File: src/rtl/i2c_pkg.sv
// Shared definitions for the I2C register sequencer: engine command encodings,
// step indices, FSM states and the per-step command/data decode.
package i2c_pkg;

   localparam int unsigned CMD_W  = 6;
   localparam int unsigned BYTE_W = 8;
   localparam int unsigned STEP_W = 3;
   localparam int unsigned DEV_W  = 7;
   localparam int unsigned ADDR_W = 16;

   localparam logic [CMD_W-1:0] CMD_WR   = 6'b000001;
   localparam logic [CMD_W-1:0] CMD_STA  = 6'b000010;
   localparam logic [CMD_W-1:0] CMD_RD   = 6'b000100;
   localparam logic [CMD_W-1:0] CMD_STO  = 6'b001000;
   localparam logic [CMD_W-1:0] CMD_ACK  = 6'b010000;
   localparam logic [CMD_W-1:0] CMD_NACK = 6'b100000;

   // Step 3 is the data byte of a write or the repeated-start device byte of a read.
   localparam logic [STEP_W-1:0] STEP_DEV  = 3'd0;
   localparam logic [STEP_W-1:0] STEP_AHI  = 3'd1;
   localparam logic [STEP_W-1:0] STEP_ALO  = 3'd2;
   localparam logic [STEP_W-1:0] STEP_DATA = 3'd3;
   localparam logic [STEP_W-1:0] STEP_RD   = 3'd4;

   typedef enum logic [1:0] {
      ST_IDLE  = 2'd0,
      ST_ISSUE = 2'd1,
      ST_WAIT  = 2'd2,
      ST_DONE  = 2'd3
   } state_t;

   typedef struct packed {
      logic [CMD_W-1:0]  cmd;
      logic [BYTE_W-1:0] tx;
   } step_t;

   function automatic step_t step_decode(input logic              is_rd,
                                         input logic [DEV_W-1:0]  dev,
                                         input logic [ADDR_W-1:0] addr,
                                         input logic [BYTE_W-1:0] data,
                                         input logic [STEP_W-1:0] step);
      step_t s;
      s.cmd = '0;
      s.tx  = '0;
      case (step)
         STEP_DEV: begin
            s.cmd = CMD_STA | CMD_WR;
            s.tx  = {dev, 1'b0};
         end
         STEP_AHI: begin
            s.cmd = CMD_WR;
            s.tx  = addr[15:8];
         end
         STEP_ALO: begin
            s.cmd = is_rd ? (CMD_WR | CMD_STO) : CMD_WR;
            s.tx  = addr[7:0];
         end
         STEP_DATA: begin
            s.cmd = is_rd ? (CMD_STA | CMD_WR) : (CMD_WR | CMD_STO);
            s.tx  = is_rd ? {dev, 1'b1} : data;
         end
         STEP_RD: begin
            s.cmd = CMD_RD | CMD_NACK | CMD_STO;
            s.tx  = '0;
         end
         default: begin
            s.cmd = '0;
            s.tx  = '0;
         end
      endcase
      return s;
   endfunction

   function automatic logic [STEP_W-1:0] last_step(input logic is_rd);
      return is_rd ? STEP_RD : STEP_DATA;
   endfunction

endpackage

File: src/rtl/i2c_reg_ctrl.sv
// Register write/read sequencer: expands one request into the byte engine's
// Cmd/Go step sequence and reports completion, read data and a sticky ACK error.
module i2c_reg_ctrl
   import i2c_pkg::*;
#(
   parameter bit ACK_CHECK_EN = 1'b1
) (
   input  logic                Clk,
   input  logic                Rst_n,
   input  logic                wrreg_req,
   input  logic                rdreg_req,
   input  logic [DEV_W-1:0]    dev_id,
   input  logic                addr_mode,
   input  logic [ADDR_W-1:0]   reg_addr,
   input  logic [BYTE_W-1:0]   wr_data,
   output logic [BYTE_W-1:0]   rd_data,
   output logic                RW_Done,
   output logic                ack_err,
   output logic                busy,
   output logic [CMD_W-1:0]    Cmd,
   output logic                Go,
   output logic [BYTE_W-1:0]   Tx_DATA,
   input  logic [BYTE_W-1:0]   Rx_DATA,
   input  logic                Trans_Done,
   input  logic                ack_o
);

   state_t              state_q, state_d;
   logic [STEP_W-1:0]   step_q, step_d;
   logic                op_rd_q, op_rd_d;
   logic [DEV_W-1:0]    dev_q, dev_d;
   logic                mode_q, mode_d;
   logic [ADDR_W-1:0]   addr_q, addr_d;
   logic [BYTE_W-1:0]   data_q, data_d;
   logic                err_q, err_d;

   logic [CMD_W-1:0]    cmd_d;
   logic                go_d;
   logic [BYTE_W-1:0]   tx_d;
   logic [BYTE_W-1:0]   rd_data_d;
   logic                rw_done_d;
   logic                ack_err_d;
   logic                busy_d;

   logic [STEP_W-1:0]   step_adv;
   step_t               dec;

   // Next-state and next-output logic; every output is registered so Go is
   // high exactly while the FSM sits in ISSUE.
   always_comb begin
      state_d   = state_q;
      step_d    = step_q;
      op_rd_d   = op_rd_q;
      dev_d     = dev_q;
      mode_d    = mode_q;
      addr_d    = addr_q;
      data_d    = data_q;
      err_d     = err_q;
      cmd_d     = Cmd;
      go_d      = 1'b0;
      tx_d      = Tx_DATA;
      rd_data_d = rd_data;
      rw_done_d = 1'b0;
      ack_err_d = 1'b0;
      busy_d    = busy;
      step_adv  = '0;
      dec       = '0;

      case (state_q)
         ST_IDLE: begin
            if (wrreg_req || rdreg_req) begin
               op_rd_d = !wrreg_req;
               dev_d   = dev_id;
               mode_d  = addr_mode;
               addr_d  = reg_addr;
               data_d  = wr_data;
               err_d   = 1'b0;
               step_d  = STEP_DEV;
               dec     = step_decode(!wrreg_req, dev_id, reg_addr, wr_data, STEP_DEV);
               cmd_d   = dec.cmd;
               tx_d    = dec.tx;
               go_d    = 1'b1;
               busy_d  = 1'b1;
               state_d = ST_ISSUE;
            end
         end
         ST_ISSUE: begin
            state_d = ST_WAIT;
         end
         ST_WAIT: begin
            if (Trans_Done) begin
               if ((ACK_CHECK_EN == 1'b1) && ((Cmd & CMD_WR) != '0)) begin
                  err_d = err_q | ack_o;
               end
               if ((Cmd & CMD_RD) != '0) begin
                  rd_data_d = Rx_DATA;
               end
               if (step_q == last_step(op_rd_q)) begin
                  cmd_d     = '0;
                  rw_done_d = 1'b1;
                  ack_err_d = err_d;
                  state_d   = ST_DONE;
               end else begin
                  // 8-bit addressing has no high address byte.
                  step_adv = ((step_q == STEP_DEV) && !mode_q) ? STEP_ALO : step_q + 3'd1;
                  step_d   = step_adv;
                  dec      = step_decode(op_rd_q, dev_q, addr_q, data_q, step_adv);
                  cmd_d    = dec.cmd;
                  tx_d     = dec.tx;
                  go_d     = 1'b1;
                  state_d  = ST_ISSUE;
               end
            end
         end
         ST_DONE: begin
            busy_d  = 1'b0;
            state_d = ST_IDLE;
         end
         default: begin
            state_d = ST_IDLE;
         end
      endcase
   end

   always_ff @(posedge Clk or negedge Rst_n) begin
      if (!Rst_n) begin
         state_q <= ST_IDLE;
         step_q  <= '0;
         op_rd_q <= 1'b0;
         dev_q   <= '0;
         mode_q  <= 1'b0;
         addr_q  <= '0;
         data_q  <= '0;
         err_q   <= 1'b0;
         Cmd     <= '0;
         Go      <= 1'b0;
         Tx_DATA <= '0;
         rd_data <= '0;
         RW_Done <= 1'b0;
         ack_err <= 1'b0;
         busy    <= 1'b0;
      end else begin
         state_q <= state_d;
         step_q  <= step_d;
         op_rd_q <= op_rd_d;
         dev_q   <= dev_d;
         mode_q  <= mode_d;
         addr_q  <= addr_d;
         data_q  <= data_d;
         err_q   <= err_d;
         Cmd     <= cmd_d;
         Go      <= go_d;
         Tx_DATA <= tx_d;
         rd_data <= rd_data_d;
         RW_Done <= rw_done_d;
         ack_err <= ack_err_d;
         busy    <= busy_d;
      end
   end

endmodule

File: config.mk
export PLATFORM = sky130hd
export DESIGN_NAME = i2c_reg_ctrl
export DESIGN_NICKNAME = d
export VERILOG_FILES = /design/src/rtl/i2c_pkg.sv /design/src/rtl/i2c_reg_ctrl.sv
export SDC_FILE = /design/constraint.sdc
export NUM_CORES = 1
export LEC_CHECK = 0
export CORE_ASPECT_RATIO = 1.2
export CORE_MARGIN = 5
export CORE_UTILIZATION = 53
export CTS_CLUSTER_DIAMETER = 60
export CTS_CLUSTER_SIZE = 12
export DETAILED_ROUTE_END_ITERATION = 10
export GPL_TIMING_DRIVEN = 0
export PLACE_DENSITY = 0.93
export SETUP_SLACK_MARGIN = 0.4
export SKIP_CTS_REPAIR_TIMING = 1
export SLEW_MARGIN = 10
export SYNTH_ARGS = -nofsm -noshare
export SYNTH_HDL_FRONTEND = slang
export SYNTH_SLANG_ARGS = --single-unit
export TNS_END_PERCENT = 20
File: constraint.sdc
create_clock -name Clk -period 5.2 [get_ports Clk]
set_input_delay 0.52 -clock Clk [delete_from_list [all_inputs] [get_ports Clk]]
set_output_delay 0.52 -clock Clk [all_outputs]
set_load 0.01 [all_outputs]
==> reports/metrics.cfg <==
[global_route]
grt_first_pass_wirelength_um=12600
grt_max_degree=64
antenna_found_initial=0
grt_pass1_vias=2669
grt_usage_pct=22.6
grt-ovfl-total=0

[sta]
period_minus_slack_ns=2.39
timing.fmax_mhz=418
rsz0062_at_grt=no
relSlewSlack_pct=43.6
worst_pin_slew_ns=0.840
timing.final.crit_share_pct=46.0
finalSetupTns_ns=0
setup_viol=0
slew_violations=0
fin_skew_ns=0.00725
finalHoldViolCount=0

[critical_path]
crit_path_end_kind=flop
worstPathArrival_ns=2.64
required_ns=5.44
path_class=reg2reg
r2r-start=step_q[0]$_DFFE_PN0P_
cp-start-kind=flop
setup.worst_path.start=step_q[0]$_DFFE_PN0P_
critPathMaxFanout=9

[routing]
first_pass_iters=4
drtAntennaViolNets=0
drt-vias-per-instance=5.66
finalWirelength_um=7600
routedWlPerCell_um=16.7
drt-initial-drc-count=228
vias=2576
drc_errors=0

[logic_synthesis]
synth_top_family_by_area=simple AND/OR/NAND/NOR gates
synth_cells=308
dominantRegCellSynth=dfrtp_1
synth-seq-area-share_pct=53.9
synth.area.mux_share_pct=5.39
synth_nets=358
async_reset_ff_share_pct=100
ys_types=41
synth_xor_area_share_pct=0.299
synthAdderAreaFrac_pct=1.71
synth-seq-cells=63
yosys.area_share.simple_pct=21.4
ys_warn_count=0
synth_area_leader_cell=dfrtp_1
synth_most_common_cell=nand2_1
netlist_top_cells_count=nand2_1, dfrtp_1, nor2_1
synth_compound_area_share_pct=13.5
syn_area_per_cell_um2=9.50
synth_edf_count=0
synth_top_cells_by_area=dfrtp_1, nand2_1, mux2_2
syn_area_um2=2930
synth_top_area_share_pct=53.9

[final_layout]
utilization_pct=73.3
num_antenna_cells=0
synthToLayoutAreaGrowth_pct=33.6
nNetsFinal=439
drive_above_1_share_pct=12.0

[floorplan]
die_w_um=77.8
io_pins=72
num_rows=29
die-area_um2=7110
coreArea_um2=5330
start_util_pct=54.8
die_h_um=91.4

[clocking]
clock_latency_ns=0.34
clock-sinks=63
cts_tree=done
clockRootBuffer=clkbuf_8
cts_buffers=9
cts_buffer_depth=2
clk_pin_slew_ns=0.07
cts_max_level=3

[job]
drv_cap=0

[place]
gp_congestion=0.917
dp_hpwl_um=5380
portBuffers=70

[min_path]
min_path_type=in2async

[pwr]
ir_drop_mv=0.330
power_leakage_nw=1.85
total_power_mw=2.21
powerDensity_nw_per_um2=566

[outcome]
status=complete, no violations

## worst max-delay path: stages (launching register included)
cell and delay, ns:
dfrtp_1 0.41, buf_6 0.15, inv_1 0.11, ha_1 0.18, nor2b_1 0.25, a31oi_1 0.07
o21ai_1 0.67, a221oi_1 0.22, o31ai_1 0.25
## report_power, final
part / total, mW / switching [mW] / internal (mW)
sequential: 0.808 / 0.127 / 0.681
combinational: 0.957 / 0.551 / 0.407
clock: 0.445 / 0.186 / 0.259
## logic make-up after synthesis
group           count (synthesis)
compound gates                 59
xor+xnor                        1
fa+ha+maj                       4
buf+inv                        23
flops                          63
mux                            14
other cells                     1
simple gates                  143
## stage by stage
stage | cells | area (µm²) | worst slack [ns] | hold WS [ns]
2_1_floorplan | 308 | 2930 | 3.32 | 0.224
3_5_place_dp | 440 | 3700 | 2.83 | 0.463
6_report | 455 | 3910 | 2.81 | 0.257
5_1_grt | 455 | 3910 | 2.62 | 0.326
3_3_place_gp | 440 | 3700 | 1.67 | 0.458
4_1_cts | 455 | 3910 | 2.81 | 0.280
## metal layers
metal	GRT usage, %	vias to the layer above	part of all wire [%]
met5	0	-	0
met3	7.52	25	8.4
met1	26.7	1221	40
met2	36.8	121	49
met4	10.7	0	2.7
li1	-	1209	-
## sequential cells by signal, indices dropped and copies added, names as in the netlist
| register | flops |
|---|---|
| RW_Done | 1 |
| Go | 1 |
| data_q | 8 |
| Cmd | 4 |
| ack_err | 1 |
| state_q | 2 |
| Tx_DATA | 8 |
| op_rd_q | 1 |
| step_q | 3 |
| dev_q | 7 |
| mode_q | 1 |
| addr_q | 16 |
| err_q | 1 |
| rd_data | 8 |
| busy | 1 |
## cell type report
| class | count | area (µm²) |
|---|---|---|
| timing repair buffer | 70 | 698 |
| fill | 381 | 1430 |
| clock inverter | 2 | 38.8 |
| clock buffer | 13 | 169 |
| buffer | 16 | 82.6 |
| inverter | 7 | 26.3 |
| multi-input combinational | 222 | 1240 |
| sequential | 63 | 1580 |
| tap | 62 | 77.6 |
## layout by cell type, fill, tap and decap left out, types with 3 or more instances in the layout
cell type	instances
clkdlybuf4s50_1	69
nand2_1	99
inv_1	5
nor2_1	19
clkbuf_1	6
nor3_1	5
buf_4	3
a221oi_1	10
a22oi_1	13
mux2_2	14
ha_1	4
buf_2	6
o21ai_0	3
dfrtp_1	63
nand2b_1	5
o21ai_1	13
clkbuf_8	12
a21oi_1	9
## path summary, 6_finish.rpt
check	endpoint	depth (start not counted)	slack [ns]
worst min-delay path	step_q[1]$_DFFE_PN0P_	1	0.26
worst max-delay path	Cmd[3]$_DFFE_PN0P_	8	2.81
worst min register to register	addr_q[15]$_DFFE_PN0P_	2	0.48
min in group Clk	addr_q[15]$_DFFE_PN0P_	2	0.48
max in group asynchronous	addr_q[8]$_DFFE_PN0P_	1	4.45
worst max register to register	Cmd[3]$_DFFE_PN0P_	8	2.81
No activity file was read; power rests on OpenSTA's default activity.
